===== src/rtl/inst_mem_sync.sv =====
// inst_mem_sync
//   Clocked instruction memory for the fetch stage. DEPTH x 32-bit words with a
//   program-load write port and a 1-cycle registered fetch. After every reset a
//   clear sweep writes NOP into each word, one per cycle. Fetches are refused
//   during that sweep and in any cycle that carries a load. Misaligned or
//   out-of-range fetches return NOP with inst_fault raised.
// Ports
//   clk, rst_n         clock, synchronous active-low reset
//   fetch_req/addr     fetch request and byte address
//   fetch_ready        fetch can be accepted this cycle (combinational)
//   inst_valid/inst    registered fetch result, 1 cycle after accept
//   inst_fault         accepted fetch was misaligned or out of range
//   load_we/idx/data   program-load word write (RUN only)
module inst_mem_sync #(
  parameter int          DEPTH  = 64,
  parameter int          ADDR_W = 32,
  parameter logic [31:0] NOP    = 32'h0000_0000,
  localparam int         IDX_W  = $clog2(DEPTH)
) (
  input  logic              clk,
  input  logic              rst_n,
  input  logic              fetch_req,
  input  logic [ADDR_W-1:0] fetch_addr,
  output logic              fetch_ready,
  output logic              inst_valid,
  output logic [31:0]       inst,
  output logic              inst_fault,
  input  logic              load_we,
  input  logic [IDX_W-1:0]  load_idx,
  input  logic [31:0]       load_data
);

  typedef enum logic {CLEAR, RUN} state_t;

  state_t             state_q, state_d;
  logic [IDX_W-1:0]   clr_idx;
  logic               clr_we;
  logic               accept;
  logic               misalign;
  logic               in_range;
  logic [31:0]        mem [DEPTH];

  // Every bit above the word-index field must be zero, so high addresses never
  // alias back into the array.
  assign misalign = |fetch_addr[1:0];
  assign in_range = (fetch_addr >> (IDX_W + 2)) == '0;
  assign accept   = fetch_req & fetch_ready;

  always_ff @(posedge clk) begin
    if (!rst_n) state_q <= CLEAR;
    else        state_q <= state_d;
  end

  always_comb begin
    state_d     = state_q;
    fetch_ready = 1'b0;
    clr_we      = 1'b0;
    case (state_q)
      CLEAR: begin
        clr_we = 1'b1;
        if (clr_idx == IDX_W'(DEPTH - 1)) state_d = RUN;
      end
      RUN:     fetch_ready = ~load_we;
      default: state_d = CLEAR;
    endcase
  end

  always_ff @(posedge clk) begin
    if (!rst_n) clr_idx <= '0;
    else if (clr_we) clr_idx <= clr_idx + IDX_W'(1);
  end

  // Storage has no reset; the sweep clears it. Writes are suppressed while
  // reset is held so a load in the reset cycle cannot slip in.
  always_ff @(posedge clk) begin
    if (rst_n) begin
      if (clr_we)                          mem[clr_idx]  <= NOP;
      else if (load_we && state_q == RUN)  mem[load_idx] <= load_data;
    end
  end

  always_ff @(posedge clk) begin
    if (!rst_n) begin
      inst_valid <= 1'b0;
      inst       <= NOP;
      inst_fault <= 1'b0;
    end else if (accept) begin
      inst_valid <= 1'b1;
      if (misalign || !in_range) begin
        inst       <= NOP;
        inst_fault <= 1'b1;
      end else begin
        inst       <= mem[fetch_addr[IDX_W+1:2]];
        inst_fault <= 1'b0;
      end
    end else begin
      // inst deliberately holds its last value on idle cycles
      inst_valid <= 1'b0;
      inst_fault <= 1'b0;
    end
  end

endmodule


===== config.mk =====
export PLATFORM = sky130hd
export DESIGN_NAME = inst_mem_sync
export DESIGN_NICKNAME = d
export VERILOG_FILES = /design/src/rtl/inst_mem_sync.sv
export SDC_FILE = /design/constraint.sdc
export NUM_CORES = 2
export LEC_CHECK = 0
export CAP_MARGIN = 20
export CORE_ASPECT_RATIO = 1.5
export CORE_MARGIN = 2
export CORE_UTILIZATION = 50
export CTS_CLUSTER_DIAMETER = 40
export DETAILED_ROUTE_END_ITERATION = 7
export PLACE_DENSITY = 0.68
export SYNTH_ARGS = -nofsm -noshare
export SYNTH_HDL_FRONTEND = slang
export SYNTH_SLANG_ARGS = --single-unit

===== constraint.sdc =====
create_clock -name clk -period 3.3 [get_ports clk]
set_clock_uncertainty 0.2 [all_clocks]
set_input_delay 0.33 -clock clk [delete_from_list [all_inputs] [get_ports clk]]
set_output_delay 0.33 -clock clk [all_outputs]
set_load 0.02 [all_outputs]

* Word level (Yosys, flattened, before mapping)
Memory sizes are Yosys's and may differ from the RTL's.
Index checks and enable logic that the tools add are counted.
** Storage, ports and cells
- Memories kept :: 1
- Logic and storage cells :: 33
- Flip-flop bits (word level) :: 41
- RAM bits :: 2048
- Input port bits :: 74
- Output and inout bits :: 35
** Cells by class
- Muxes and demuxes :: 16
- Add/subtract/negate cells :: 1
- Equal/unequal tests :: 1
- Reduce and logical (&&, ||, !) cells :: 7
- Bitwise operators :: 2
** Memories
- mem :: words 64, width 32, rd ports 1, clocked after Yosys merged registers in 0, wr ports 1, line 41 : logic [31:0] mem [DEPTH];
** Operators with widths (number)
- two-way mux 32 bit :: 2
- zero test 32 bit :: 1
- OR reduction 32 bit :: 1
- two-way mux 1 bit :: 13
- adder 6 x 1 -> 6 bit, second input constant :: 1
- equality test 6 bit, second input constant :: 1
- two-way mux 6 bit :: 1
- AND reduction 2 bit :: 1
- OR reduction 2 bit :: 1
- AND 1 bit :: 1
- logical AND 1 bit :: 1
- zero test 1 bit :: 1
- logical OR 1 bit :: 1
- NOT 1 bit :: 1

* Depth between registers and ports, before layout
- Depth after elaboration :: 7
- Gate-level depth with buffers :: 10
- Mapped depth without buffers :: 5

* Least setup slack after synthesis
No wires, ideal clock.
- Kind :: flip-flop to flip-flop
- Start :: register state_q
- End :: memory mem[35][0], enable pin
- Library setup time :: 0.421 ns
- Buffers on the path :: 1
- Setup slack :: -0.026 ns
- Data arrival time :: 2.705 ns
- Clock period less this slack :: 3.326 ns
- Cell stages (with the launch flop) :: 6
- Path through :: dfxtp_1 -> and3_1 -> clkbuf_1 -> mux2i_1 -> nand2_1 -> nor2_1
** On the way
- Word-level cells in the longest chain between the ends :: 7
- Elaborated cells on any way between the ends :: 11
** Ends and longest elaborated chain
- start, declared :: line 35 : state_t state_q, state_d;
- start signal, assigned :: line 51 : else state_q <= state_d;
- logical AND 1 bit :: line 78 : else if (load_we && state_q == RUN) mem[load_idx] <= load_data;
- two-way mux 1 bit :: line 78
- two-way mux 1 bit :: line 77 : if (clr_we) mem[clr_idx] <= NOP;
- two-way mux 1 bit :: line 76 : if (rst_n) begin
- two-way mux 1 bit (not written as such) :: line 78
- OR reduction 32 bit (no source line)
- two-way mux 6 bit (no source line) / two-way mux 1 bit (equally long branches)
- end, declared :: line 41
Parallel ways exist; a longest one is shown, timed or not.

* Worst setup path after layout
- Start :: register state_q
- End :: output fetch_ready
** On the way
- Word-level cells in the longest chain between the ends :: 1
** Ends and longest elaborated chain
- two-way mux 1 bit :: line 58 : case (state_q)
- end, declared :: line 24 : output logic fetch_ready,
No other way between the ends.

==> flow_metrics.env <==
export IMPL_yosys_cell_count_top_type="edfxtp_1"
export IMPL_num_io_pins=109
export IMPL_root_buffer="clkbuf_16"
export IMPL_grt_pass1_vias=40110
export IMPL_syn2layout_area_growth_pct=16.5
export IMPL_route_final_wire_length_mm=201
export IMPL_synth_top_cell_by_area="edfxtp_1"
export IMPL_grt_pass1_wl_mm=289
export IMPL_synth_top_area_share=0.767
export IMPL_cp_cell_sequence="buf_4, nor2b_1, clkdlybuf4s50_1"
export IMPL_max_stage_delay_ps=680
export IMPL_async_reset_ff_frac=0
export IMPL_hold_path_class="primary input to flop"
export IMPL_gp_congestion=0.850
export IMPL_netlist_instances=3670
export IMPL_report_final_slew_viol_count=0
export IMPL_status="complete, no violations"
export IMPL_dp_hpwl_mm=123
export IMPL_placed_cells=5958
export IMPL_cp_required_ps=2770
export IMPL_drv_cap=0
export IMPL_fin_nets=4139
export IMPL_worst_path_buf_inv=2
export IMPL_gr_usage_all_layers=0.250
export IMPL_final_layout_size_suffix_gt1_frac=0.296
export IMPL_synth_main_ff_cell="edfxtp_1"
export IMPL_syn_nets=3745
export IMPL_worst_slew_pin_slew_ps=867
export IMPL_min_period_over_period=0.906
export IMPL_htreeDepth=4
export IMPL_worstSetupStartpointType="flop"
export IMPL_setup_viol=0
export IMPL_drtIter0Drc=4400
export IMPL_crit_path_end_kind="output port"
export IMPL_synth_area_leaders="edfxtp_1 (77%), mux4_2 (13%), mux2_2 (1.4%)"
export IMPL_timing_critical_path_max_delay_family="buffers and inverters"
export IMPL_grt_max_degree=65
export IMPL_netlist_area_um2=80100
export IMPL_numCtsBuffers=184
export IMPL_drcViolationCount=0
export IMPL_fmax_ghz=0.334
export IMPL_slew_headroom=0.421
export IMPL_avgSynthCellArea_um2=21.8
export IMPL_start_util=0.505
export IMPL_nFillCells=11086
export IMPL_final_seq_area_um2=62300
export IMPL_dr_pass1_iters=5
export IMPL_ys_warn_count=0
export IMPL_synth_seq_area_share=0.778
export IMPL_synthDistinctLibCells=58
export IMPL_hold_viol=0
export IMPL_ant_nets=0
export IMPL_cts_sinks=2089
export IMPL_die_w_um=331
export IMPL_synth_seq_cells=2089
export IMPL_critPathSlowestCell="clkdlybuf4s50_1"
export IMPL_final_cells=6300
export IMPL_post_cts_setup_buffers=0
export IMPL_rsz0062_at_grt="false"
export IMPL_grt_ovfl_total=0
export IMPL_core_area_um2=159000
export IMPL_arrival_ps=2460
export IMPL_cts_buffer_depth=3
export IMPL_vias=39214
export IMPL_multi_input_area_um2=17300
export IMPL_crit_fanout=9
export IMPL_synthTopCellsByCount="edfxtp_1 (2,048), mux4_2 (459), nand2_1 (145)"
export IMPL_grt_antenna_before_repair=5
export IMPL_ir_drop_uv=407
export IMPL_finalSetupTns_ps=0
export IMPL_cts_tree="built"
export IMPL_p_leak_uw=0.0334
export IMPL_period_minus_slack_ps=2990
export IMPL_die_area_um2=164000
export IMPL_clk_latency_ps=820
export IMPL_synth_edff_count=2048
export IMPL_path_class="flop to output port"
export IMPL_wl_per_cell_um=31.9
export IMPL_viasPerCell=6.22
export IMPL_portBuffers=108
export IMPL_rows=179
export IMPL_p_per_area_nw_per_um2=563
export IMPL_path_clk_slew_ps=60
export IMPL_die_h_um=494
==> final timing paths <==
check	slack [ps]	startpoint	depth (start not counted)	endpoint
setup / recovery	310	state_q	3	fetch_ready
hold / removal	70	fetch_req	3	inst_valid
setup reg to reg	610	state_q	8	mem[23][20]
hold reg to reg	290	inst[14]	2	inst[14]
==> placed cells by master (no fill, tap or decap), types with 28 or more instances in the layout <==
| master | instances |
|---|---|
| edfxtp_1 | 2048 |
| buf_4 | 162 |
| o211ai_1 | 41 |
| dfxtp_1 | 41 |
| clkbuf_16 | 188 |
| clkinv_1 | 36 |
| mux2i_1 | 111 |
| buf_12 | 133 |
| o31ai_1 | 28 |
| nand3_1 | 70 |
| clkdlybuf4s50_1 | 103 |
| clkinv_2 | 33 |
| mux2_2 | 102 |
| nand2_1 | 145 |
| and2_2 | 32 |
| mux4_2 | 459 |
| a21oi_1 | 36 |
| o21ai_1 | 31 |
| nor2_4 | 65 |
| a221oi_1 | 40 |
| a22oi_1 | 31 |
| nor2_1 | 31 |
==> routing by layer <==
| layer | routed length, um | vias up | global-route usage |
|---|---|---|---|
| met3 | 15800 | 286 | 0.0410 |
| met4 | 9130 | 4 | 0.105 |
| li1 | - | 16190 | - |
| met5 | 23 | - | 0 |
| met1 | 75900 | 20950 | 0.337 |
| met2 | 100000 | 1784 | 0.408 |
==> repair_timing <==
item                       4_1_cts  5_1_grt
resized for setup                0        0
hold buffers                     1        0
setup endpoints to repair        0        0
hold endpoints to repair         5        0
==> worst reg2reg max path, stage by stage, from the launching register on <==
cell and delay, ps:
dfxtp_1 410, nand3_1 250, buf_4 240, or3_1 300, o31ai_1 110, nand2_1 190
buf_4 250, nor2_4 120, buf_12 220
==> cells by family after synthesis <==
family / synth area share
AOI/OAI and AO/OA: 0.0267
muxes: 0.157
buffers and inverters: 0.0137
xor gates and xnor gates: 0.000546
adders and majority gates: 0.000156
and+or+nand+nor: 0.0239
DFF: 0.778
==> area by class of cell <==
type                       count  area share
sequential                  2089       0.667
multi-input combinational   1382       0.185
timing repair buffer         405      0.0535
clock buffer                 216      0.0518
tap                         2081      0.0279
clock inverter               123      0.0143
inverter                       2   0.0000804
antenna                        2   0.0000536
==> power breakdown <==
group | switching (uW) | total, uW | internal (uW)
combinational | 1080 | 1900 | 822
clock | 9690 | 21900 | 12200
sequential | 25.1 | 28800 | 28700
==> flip-flops by register name, summed over array words and instances, names as in the netlist <==
register / cells
mem: 2048
inst_valid: 1
inst: 32
inst_fault: 1
state_q: 1
clr_idx: 6
==> metrics by stage <==
stage	instance area, um2	utilization	setup slack, ps	total power, uW	hold WS, ps
2_1_floorplan	80100	-	-25.7	30400	296
3_3_place_gp	87200	0.549	-64.8	31200	273
3_5_place_dp	87200	0.549	-87.9	31300	276
4_1_cts	93400	0.588	264	52800	21.0
5_1_grt	93400	0.588	188	53800	67.8
6_report	93400	0.588	309	52600	65.1
(Power assumes the default switching activity.)
